`config.mk`:
```
export PLATFORM = sky130hd
export DESIGN_NAME = ame_sobel_filter_4x4
export DESIGN_NICKNAME = d
export VERILOG_FILES = /design/src/rtl/ame_sobel_pkg.sv /design/src/rtl/ame_sobel_col.sv /design/src/rtl/ame_sobel_filter_4x4.sv
export SDC_FILE = /design/constraint.sdc
export NUM_CORES = 1
export LEC_CHECK = 0
export ABC_CLOCK_PERIOD_IN_PS = 11000
export BUFFER_PORTS_ARGS = -buffer_cell sky130_fd_sc_hd__buf_2
export CAP_MARGIN = 20
export CORE_UTILIZATION = 65
export CTS_BUF_LIST = sky130_fd_sc_hd__clkbuf_4 sky130_fd_sc_hd__clkbuf_8
export CTS_CLUSTER_DIAMETER = 120
export CTS_CLUSTER_SIZE = 16
export DETAILED_ROUTE_END_ITERATION = 10
export PLACE_DENSITY_LB_ADDON = 0.08
export SYNTH_ARGS = -nofsm -noshare
export SYNTH_HDL_FRONTEND = slang
export SYNTH_HIERARCHICAL = 1
export SYNTH_SLANG_ARGS = --single-unit
```
`constraint.sdc`:
```
create_clock -name clk_i -period 11 [get_ports clk_i]
set_clock_uncertainty 0.2 [all_clocks]
set_input_delay 0 -clock clk_i [delete_from_list [all_inputs] [get_ports clk_i]]
set_output_delay 0 -clock clk_i [all_outputs]
set_load 0.01 [all_outputs]
```
`src/rtl/ame_sobel_pkg.sv`:
```
// ----------------------------------------------------------------------------
// Module   : ame_sobel_pkg
// Brief    : Shared constants, types and width helper for the AME Sobel engine.
// Revision : 1.0 - initial release
// ----------------------------------------------------------------------------
`default_nettype none

package ame_sobel_pkg;

    localparam int NUM_LINES     = 6;
    localparam int OUT_DIM       = 4;
    localparam int LINE_BITS_DEF = 7;
    localparam int COMP_BITS_DEF = 8;

    // Signed gradient width: 4x pixel range on each side plus a sign bit.
    function automatic int grad_width(input int line_bits);
        return line_bits + 3;
    endfunction

    typedef logic [NUM_LINES-1:0][LINE_BITS_DEF-1:0]              line_t;
    typedef logic [OUT_DIM-1:0][OUT_DIM-1:0][COMP_BITS_DEF-1:0]   result_t;

    typedef enum logic [0:0] {
        ST_IDLE = 1'b0,
        ST_LOAD = 1'b1
    } state_e;

endpackage

`default_nettype wire

```
`src/rtl/ame_sobel_col.sv`:
```
// ----------------------------------------------------------------------------
// Module   : ame_sobel_col
// Brief    : Combinational 4-row Sobel column (right line minus left line),
//            absolute value, then saturate (AME_SOBEL_SAT_EN) or truncate.
// Revision : 1.0 - initial release
// ----------------------------------------------------------------------------
`default_nettype none

module ame_sobel_col
    import ame_sobel_pkg::*;
#(
    parameter int LINE_DATA_BITS = 7,
    parameter int COMP_DATA_BITS = 8
) (
    input  logic [NUM_LINES-1:0][LINE_DATA_BITS-1:0] left_i,
    input  logic [NUM_LINES-1:0][LINE_DATA_BITS-1:0] right_i,
    output logic [OUT_DIM-1:0][COMP_DATA_BITS-1:0]   mag_o
);

    localparam int GRAD_W = grad_width(LINE_DATA_BITS);
    localparam int MAG_W  = GRAD_W - 1;

    for (genvar y = 0; y < OUT_DIM; y++) begin : g_row
        logic signed [GRAD_W-1:0] w_sum_l;
        logic signed [GRAD_W-1:0] w_sum_r;
        logic signed [GRAD_W-1:0] w_grad;
        logic        [MAG_W-1:0]  w_abs;

        assign w_sum_l = GRAD_W'(left_i[y]) + (GRAD_W'(left_i[y+1]) << 1) + GRAD_W'(left_i[y+2]);
        assign w_sum_r = GRAD_W'(right_i[y]) + (GRAD_W'(right_i[y+1]) << 1) + GRAD_W'(right_i[y+2]);
        assign w_grad  = w_sum_r - w_sum_l;
        assign w_abs   = w_grad[GRAD_W-1] ? MAG_W'(-w_grad) : MAG_W'(w_grad);

        if (MAG_W > COMP_DATA_BITS) begin : g_narrow
`ifdef AME_SOBEL_SAT_EN
            assign mag_o[y] = (|w_abs[MAG_W-1:COMP_DATA_BITS]) ? {COMP_DATA_BITS{1'b1}}
                                                               : w_abs[COMP_DATA_BITS-1:0];
`else
            assign mag_o[y] = COMP_DATA_BITS'(w_abs);
`endif
        end else begin : g_wide
            assign mag_o[y] = COMP_DATA_BITS'(w_abs);
        end
    end

endmodule

`default_nettype wire

```
`src/rtl/ame_sobel_filter_4x4.sv`:
```
// ----------------------------------------------------------------------------
// Module   : ame_sobel_filter_4x4
// Brief    : Streams six 6-pixel lines and produces a 4x4 Sobel magnitude tile.
//            Optional macro AME_SOBEL_SAT_EN selects saturation over wrap-around.
// Revision : 1.0 - initial release
// ----------------------------------------------------------------------------
`default_nettype none

module ame_sobel_filter_4x4
    import ame_sobel_pkg::*;
#(
    parameter int LINE_DATA_BITS = 7,
    parameter int COMP_DATA_BITS = 8
) (
    input  logic                                                clk_i,
    input  logic                                                rst_n_i,
    input  logic                                                comp_init_i,
    output logic                                                comp_done_o,
    input  logic [NUM_LINES-1:0][LINE_DATA_BITS-1:0]            line_data_i,
    output logic [OUT_DIM-1:0][OUT_DIM-1:0][COMP_DATA_BITS-1:0] comp_data_o
);

    localparam logic [2:0] LAST_LINE = 3'(NUM_LINES - 1);

    state_e                                              state_q, state_d;
    logic [2:0]                                          cnt_q, cnt_d;
    logic [NUM_LINES-1:0][LINE_DATA_BITS-1:0]            prev1_q, prev1_d;
    logic [NUM_LINES-1:0][LINE_DATA_BITS-1:0]            prev2_q, prev2_d;
    logic [OUT_DIM-1:0][OUT_DIM-1:0][COMP_DATA_BITS-1:0] data_q, data_d;
    logic                                                done_q, done_d;

    logic [OUT_DIM-1:0][COMP_DATA_BITS-1:0]              w_mag;
    logic [1:0]                                          w_col;

    // One column engine, shared: at line k it pairs stored L[k-2] with live L[k].
    ame_sobel_col #(
        .LINE_DATA_BITS (LINE_DATA_BITS),
        .COMP_DATA_BITS (COMP_DATA_BITS)
    ) u_col (
        .left_i  (prev2_q),
        .right_i (line_data_i),
        .mag_o   (w_mag)
    );

    assign w_col = 2'(cnt_q - 3'd2);

    always_comb begin
        state_d = state_q;
        cnt_d   = cnt_q;
        prev1_d = prev1_q;
        prev2_d = prev2_q;
        data_d  = data_q;
        done_d  = 1'b0;

        // Init has priority, even over the final line of a running tile.
        if (comp_init_i) begin
            state_d = ST_LOAD;
            cnt_d   = 3'd1;
            prev2_d = prev1_q;
            prev1_d = line_data_i;
        end else if (state_q == ST_LOAD) begin
            prev2_d = prev1_q;
            prev1_d = line_data_i;
            if (cnt_q >= 3'd2) begin
                data_d[w_col] = w_mag;
            end
            if (cnt_q == LAST_LINE) begin
                state_d = ST_IDLE;
                cnt_d   = 3'd0;
                done_d  = 1'b1;
            end else begin
                cnt_d = cnt_q + 3'd1;
            end
        end
    end

    always_ff @(posedge clk_i) begin
        if (!rst_n_i) begin
            state_q <= ST_IDLE;
            cnt_q   <= 3'd0;
            prev1_q <= '0;
            prev2_q <= '0;
            data_q  <= '0;
            done_q  <= 1'b0;
        end else begin
            state_q <= state_d;
            cnt_q   <= cnt_d;
            prev1_q <= prev1_d;
            prev2_q <= prev2_d;
            data_q  <= data_d;
            done_q  <= done_d;
        end
    end

    assign comp_done_o = done_q;
    assign comp_data_o = data_q;

endmodule

`default_nettype wire

```
; ---- Yosys cells after proc, flatten, opt, wreduce, memory -nomap -nowiden
; Cells that the tools add are included.
[totals]
reg_bits = 217
latch_bits = 0
mem_bits_rw = 0
romBits = 0
input_bits = 45
output_inout_bits = 129
wordCells = 88
memories = 0
[classes]
addsub = 26
multipliers = 0
div = 0
n_lt_le_gt_ge = 3
eq_ne = 1
n_shift = 0
mux = 18
n_bitwise = 3
n_reduce_logical = 5
[ops]
columns = op, n
row1 = $mux 42, 4
row2 = $bwmux 128, 1
row3 = $add 7x8->9, 8
row4 = $demux 32 s2, 1
row5 = $add 10x7->10, 6
row6 = $sub 10x10->10, 4
row7 = $mux 32, 1
row8 = $mux 8, 4
row9 = $neg 8->8, 4
row10 = $add 9x7->10, 2
row11 = $mux 1, 6
row12 = $add 3x1->3 const B, 1
row13 = $eq 3x3->1 const B, 1
row14 = $ge 3x2->1 const B, 1
row15 = $lt 2x3->1 const B, 1
row16 = $mux 3, 1
row17 = $not 1->1, 3
row18 = $reduce_and 3->1, 1
row19 = $reduce_or 3->1, 1
row20 = $ge 2x1->1 const B, 1
row21 = $reduce_bool 2->1, 1
row22 = $reduce_or 2->1, 1
row23 = $sub 2x2->2 const B, 1
row24 = $logic_and 1x1->1, 1

; ---- Longest topological paths before layout
[logic_depth]
ltp_word = 6
depth_mapped = 20
ltp_nobuf = 20

; ---- By module
; Netlist, hierarchy kept.
[modules_own_cells]
columns = mod, instances, cells_each, area_each_um2, seq_area_each_um2
row1 = ame_sobel_filter_4x4, 1, 915, 8181.6, 4344.2
row2 = ame_sobel_col, 1, 578, 4986.0, 0.0

; ---- Worst setup path after synthesis
; Ideal clock, no wire load.
[synth_path]
kind = register to register
startpoint = register prev2_q[23] in the netlist's numbering
endpoint = register data_q, in the netlist comp_data_o[125]
setup_time_ps = 72
arrival_ps = 4153
t_required_ps = 10728
setup_slack_ps = 6576
path_stages_with_launch = 20
n_path_buf = 0
synth_period_minus_slack_ps = 4424
cell_sequence = dfxtp_1 ha_1 a21o_1 a21oi_1 o21bai_1 a21oi_1 xor2_1 fa_1 inv_1 fa_1 inv_1 ha_1 a21o_1 a2111o_1 a41oi_1 nor3_2 a21oi_1 xor2_1 nand2_1 mux2i_1
[synth_lines]
columns = item, line
row1 = "start, declared", ame_sobel_filter_4x4.sv:28  ; logic [NUM_LINES-1:0][LINE_DATA_BITS-1:0] prev2_q, prev2_d;
row2 = "start signal, assigned", ame_sobel_filter_4x4.sv:89  ; prev2_q <= prev2_d;
row3 = "end signal, assigned", ame_sobel_filter_4x4.sv:90  ; data_q <= data_d;
row4 = "end, declared", ame_sobel_filter_4x4.sv:29  ; logic [OUT_DIM-1:0][OUT_DIM-1:0][COMP_DATA_BITS-1:0] data_q, data_d;

==> run metrics <==
Top FF cell, synth=dfxtp_1; via count=10100; Worst-Skew Late Latency=0.54 ns; CTS root buf=clkbuf_8; sequential area share after synthesis=between 30 and 40%; final setup fails=0; Starting Density=67.0%; Syn Area/Cell=between 8 and 9 sq um; static leakage=6.89 nW; switching part of the total=42.9%; Core Rows=between 50 and 60; clock network fraction of total power=about 16%; actual slew at the worst max-slew pin=0.907 ns; Worst R2R Path Depth=19; VDD IR max=0.000130 V; top cell type's share of synthesized area=approximately a third; share of layout cells above drive strength 1=approximately an eighth; global placer's final weighted congestion=0.907; net count reported at finish=1877; crit end category=flop; largest fanout on the critical path=7; WHS=roughly 0.067 ns; post-synth top area cell=dfxtp_1; YS warnings=6; hold_sp=line_data_i[10]; placed cell count=1867; Worst EP arrival=5.09 ns; CTS sink count=217; Int Power=1.43 mW; Worst Path Required=about 11 ns; chip width=roughly 140 um; Tightest Hold Check Type=in -> reg; final WL=29900 um; grt ovf=0; Antenna Cells=0; final hold violation count=0; Hold Path Cell Cnt=4; max-cap violations=0; Setup crit start kind=flop; reg2reg setup slack=6.14 ns; Slowest cell on crit path=fa_1; P per Cell Area=169 nW/um^2; # port buffers=173; Final period util=between 40% and 50%; Max H-tree Level=1; DP Worst Slack=6.23 ns; critical path's top delay family=adder cells; commonest non-fill, non-tap cells in the layout=406 x nand2_1, 217 x dfxtp_1, 214 x inv_1, 172 x buf_2, 122 x a21boi_1; f_max=206 MHz; largest net degree at the start of global routing=137; post-route setup TNS=0 ns; unrepaired setup endpoints after global routing=false; Mapped Nets=1698; drt initial violations=555; Die Y=around 140 um; Post-synth EDFFs=0; Combinational Power Share=51.4%; most common library cell in the layout ignoring fill and taps=nand2_1; core area=19700 sq um; first-pass GRT wire length=48000 um; min cycle time layout=~4.9 ns; CTS tree=done; CP Cell Sequence=ha_1 > a21o_1 > a21oi_1 > o21bai_1 > a21oi_1 > xor2_1 > fa_1 > inv_1 > fa_1 > inv_1 > ha_1 > a21o_1 > a21oi_1 > o211ai_1 > nor3_2 > a31oi_1 > xnor2_1 > nand2_1 > mux2i_1; Layout area overhead=12.3%; Min-Delay Endpoint=prev1_q[10]; Layout Cells excl Fill=approximately 1900; number of antenna violations at the first check in global routing=0; Yosys reg bits=217; top post-synthesis cells by area=dfxtp_1 33%, fa_1 15%, nand2_1 12%; crit path kind=reg -> reg; Vias/cell=5.21; GRT Overall Usage=29.2%; part of the power in registers=32.6%; Residual DRC=0; die area=20800 sq um; io pins=roughly 170; Sw Pwr=between 1 and 1.5 mW; ys async rst share=0%; setup ws final=6.14 ns; Synth Cell Area=13200 sq um; routed len/inst=between 15 and 20 um; DRT Pass-1 Iters=5; Crit path largest cell delay=0.53 ns; Slew Viols, Final=0; post-synth cell types=60; CP dominant cell by count=a21oi_1; clock buffer depth=3; DRT antenna net count=0; post-CTS sizing=0; Syn Inst Count=1493; vias in the first global route=9742; post-DP HPWL=22100 um; reg-to-reg critical path endpoint=comp_data_o[94]; Relative slew margins=approximately two fifths; RR Startpoint=prev2_q[29]; cts bufs inserted=17; CP Buf/Inv Count=2; clk slew on worst S/H paths=0.10 ns; status=completed
-- kinds of logic after synthesis --
logic type	count (synthesis)	synth area share (%)
flops	217	33.0
mux	67	5.11
simple gates	465	14.9
buf+inv	286	9.32
xor+xnor	56	3.72
fa+ha+maj	160	20.7
compound gates	242	13.2
-- cell type report --
| type | count | area, sq um |
|---|---|---|
| inverters | 214 | 803 |
| fillers | 1510 | 4870 |
| clock buffers | 17 | 234 |
| clock inverters | 2 | 16.3 |
| multi-input cells | 990 | 7600 |
| well taps | 265 | 332 |
| repair buffers | 232 | 1450 |
| flip-flops and latches | 217 | 4340 |
-- through the flow --
stage	utilization (%)	power [mW]	instance area (sq um)
2_1_floorplan	-	1.78	13200
3_3_place_gp	71.3	2.04	14000
3_5_place_dp	71.3	2.08	14000
4_1_cts	75.1	2.49	14800
5_1_grt	75.2	2.67	14800
6_report	75.2	2.50	14800
-- synthesized netlist by cell type (4+ instances only) --
cell type,instances
ha_1,63
and3_1,4
dfxtp_1,217
buf_4,4
a21oi_1,27
a21o_1,8
a21boi_0,26
xor2_1,24
o21a_1,6
buf_2,30
o21bai_1,8
mux2i_1,65
nand3_1,5
o21ai_0,21
fa_1,97
nand2_1,406
buf_6,7
inv_1,214
a211oi_1,4
nor2b_1,7
nor2_1,16
xnor2_1,32
clkbuf_1,26
a21boi_1,122
-- worst min-delay path: stages --
cell and delay, ns:
dlygate4sd3_1 0.53, buf_2 0.12, nand2_1 0.05, a21boi_1 0.05
-- per-layer routing --
metal / share of wire [%] / track usage, % / wire length [um]
met3: 4.9 / 4.54 / 1460
met4: 1.9 / 7.42 / 575
met5: 0 / 0 / 0
met2: 48 / 50.3 / 14500
met1: 45 / 38.3 / 13400
-- state kept, by name, summed over array words and instances, names as in the netlist --
register	flops
state_q	1
prev2_q	42
cnt_q	3
comp_data_o	128
prev1_q	42
comp_done_o	1
-- how the worst max path moves through the flow --
stage / start / endpoint / cells past startpoint
after floorplan: prev2_q[23] / comp_data_o[125] / 19
after global placement: prev2_q[29] / comp_data_o[95] / 19
after detailed placement: prev2_q[29] / comp_data_o[94] / 19
after CTS: prev2_q[29] / comp_data_o[94] / 19
after global routing: prev2_q[29] / comp_data_o[94] / 19
final: prev2_q[29] / comp_data_o[94] / 19
-- power groups by stage --
stage,clock network (mW),registers (mW),logic (mW)
after floorplan,0,0.832,0.945
after global placement,0,0.835,1.21
after detailed placement,0,0.836,1.24
after CTS,0.411,0.818,1.26
after global routing,0.440,0.821,1.41
final,0.399,0.818,1.29
-- what timing repair did --
action / in CTS / in global routing
hold buffers: 50 / 0
endpoints found under the hold margin: 130 / 0
buffers inserted: 0 / 0
(Power assumes the default switching activity.)
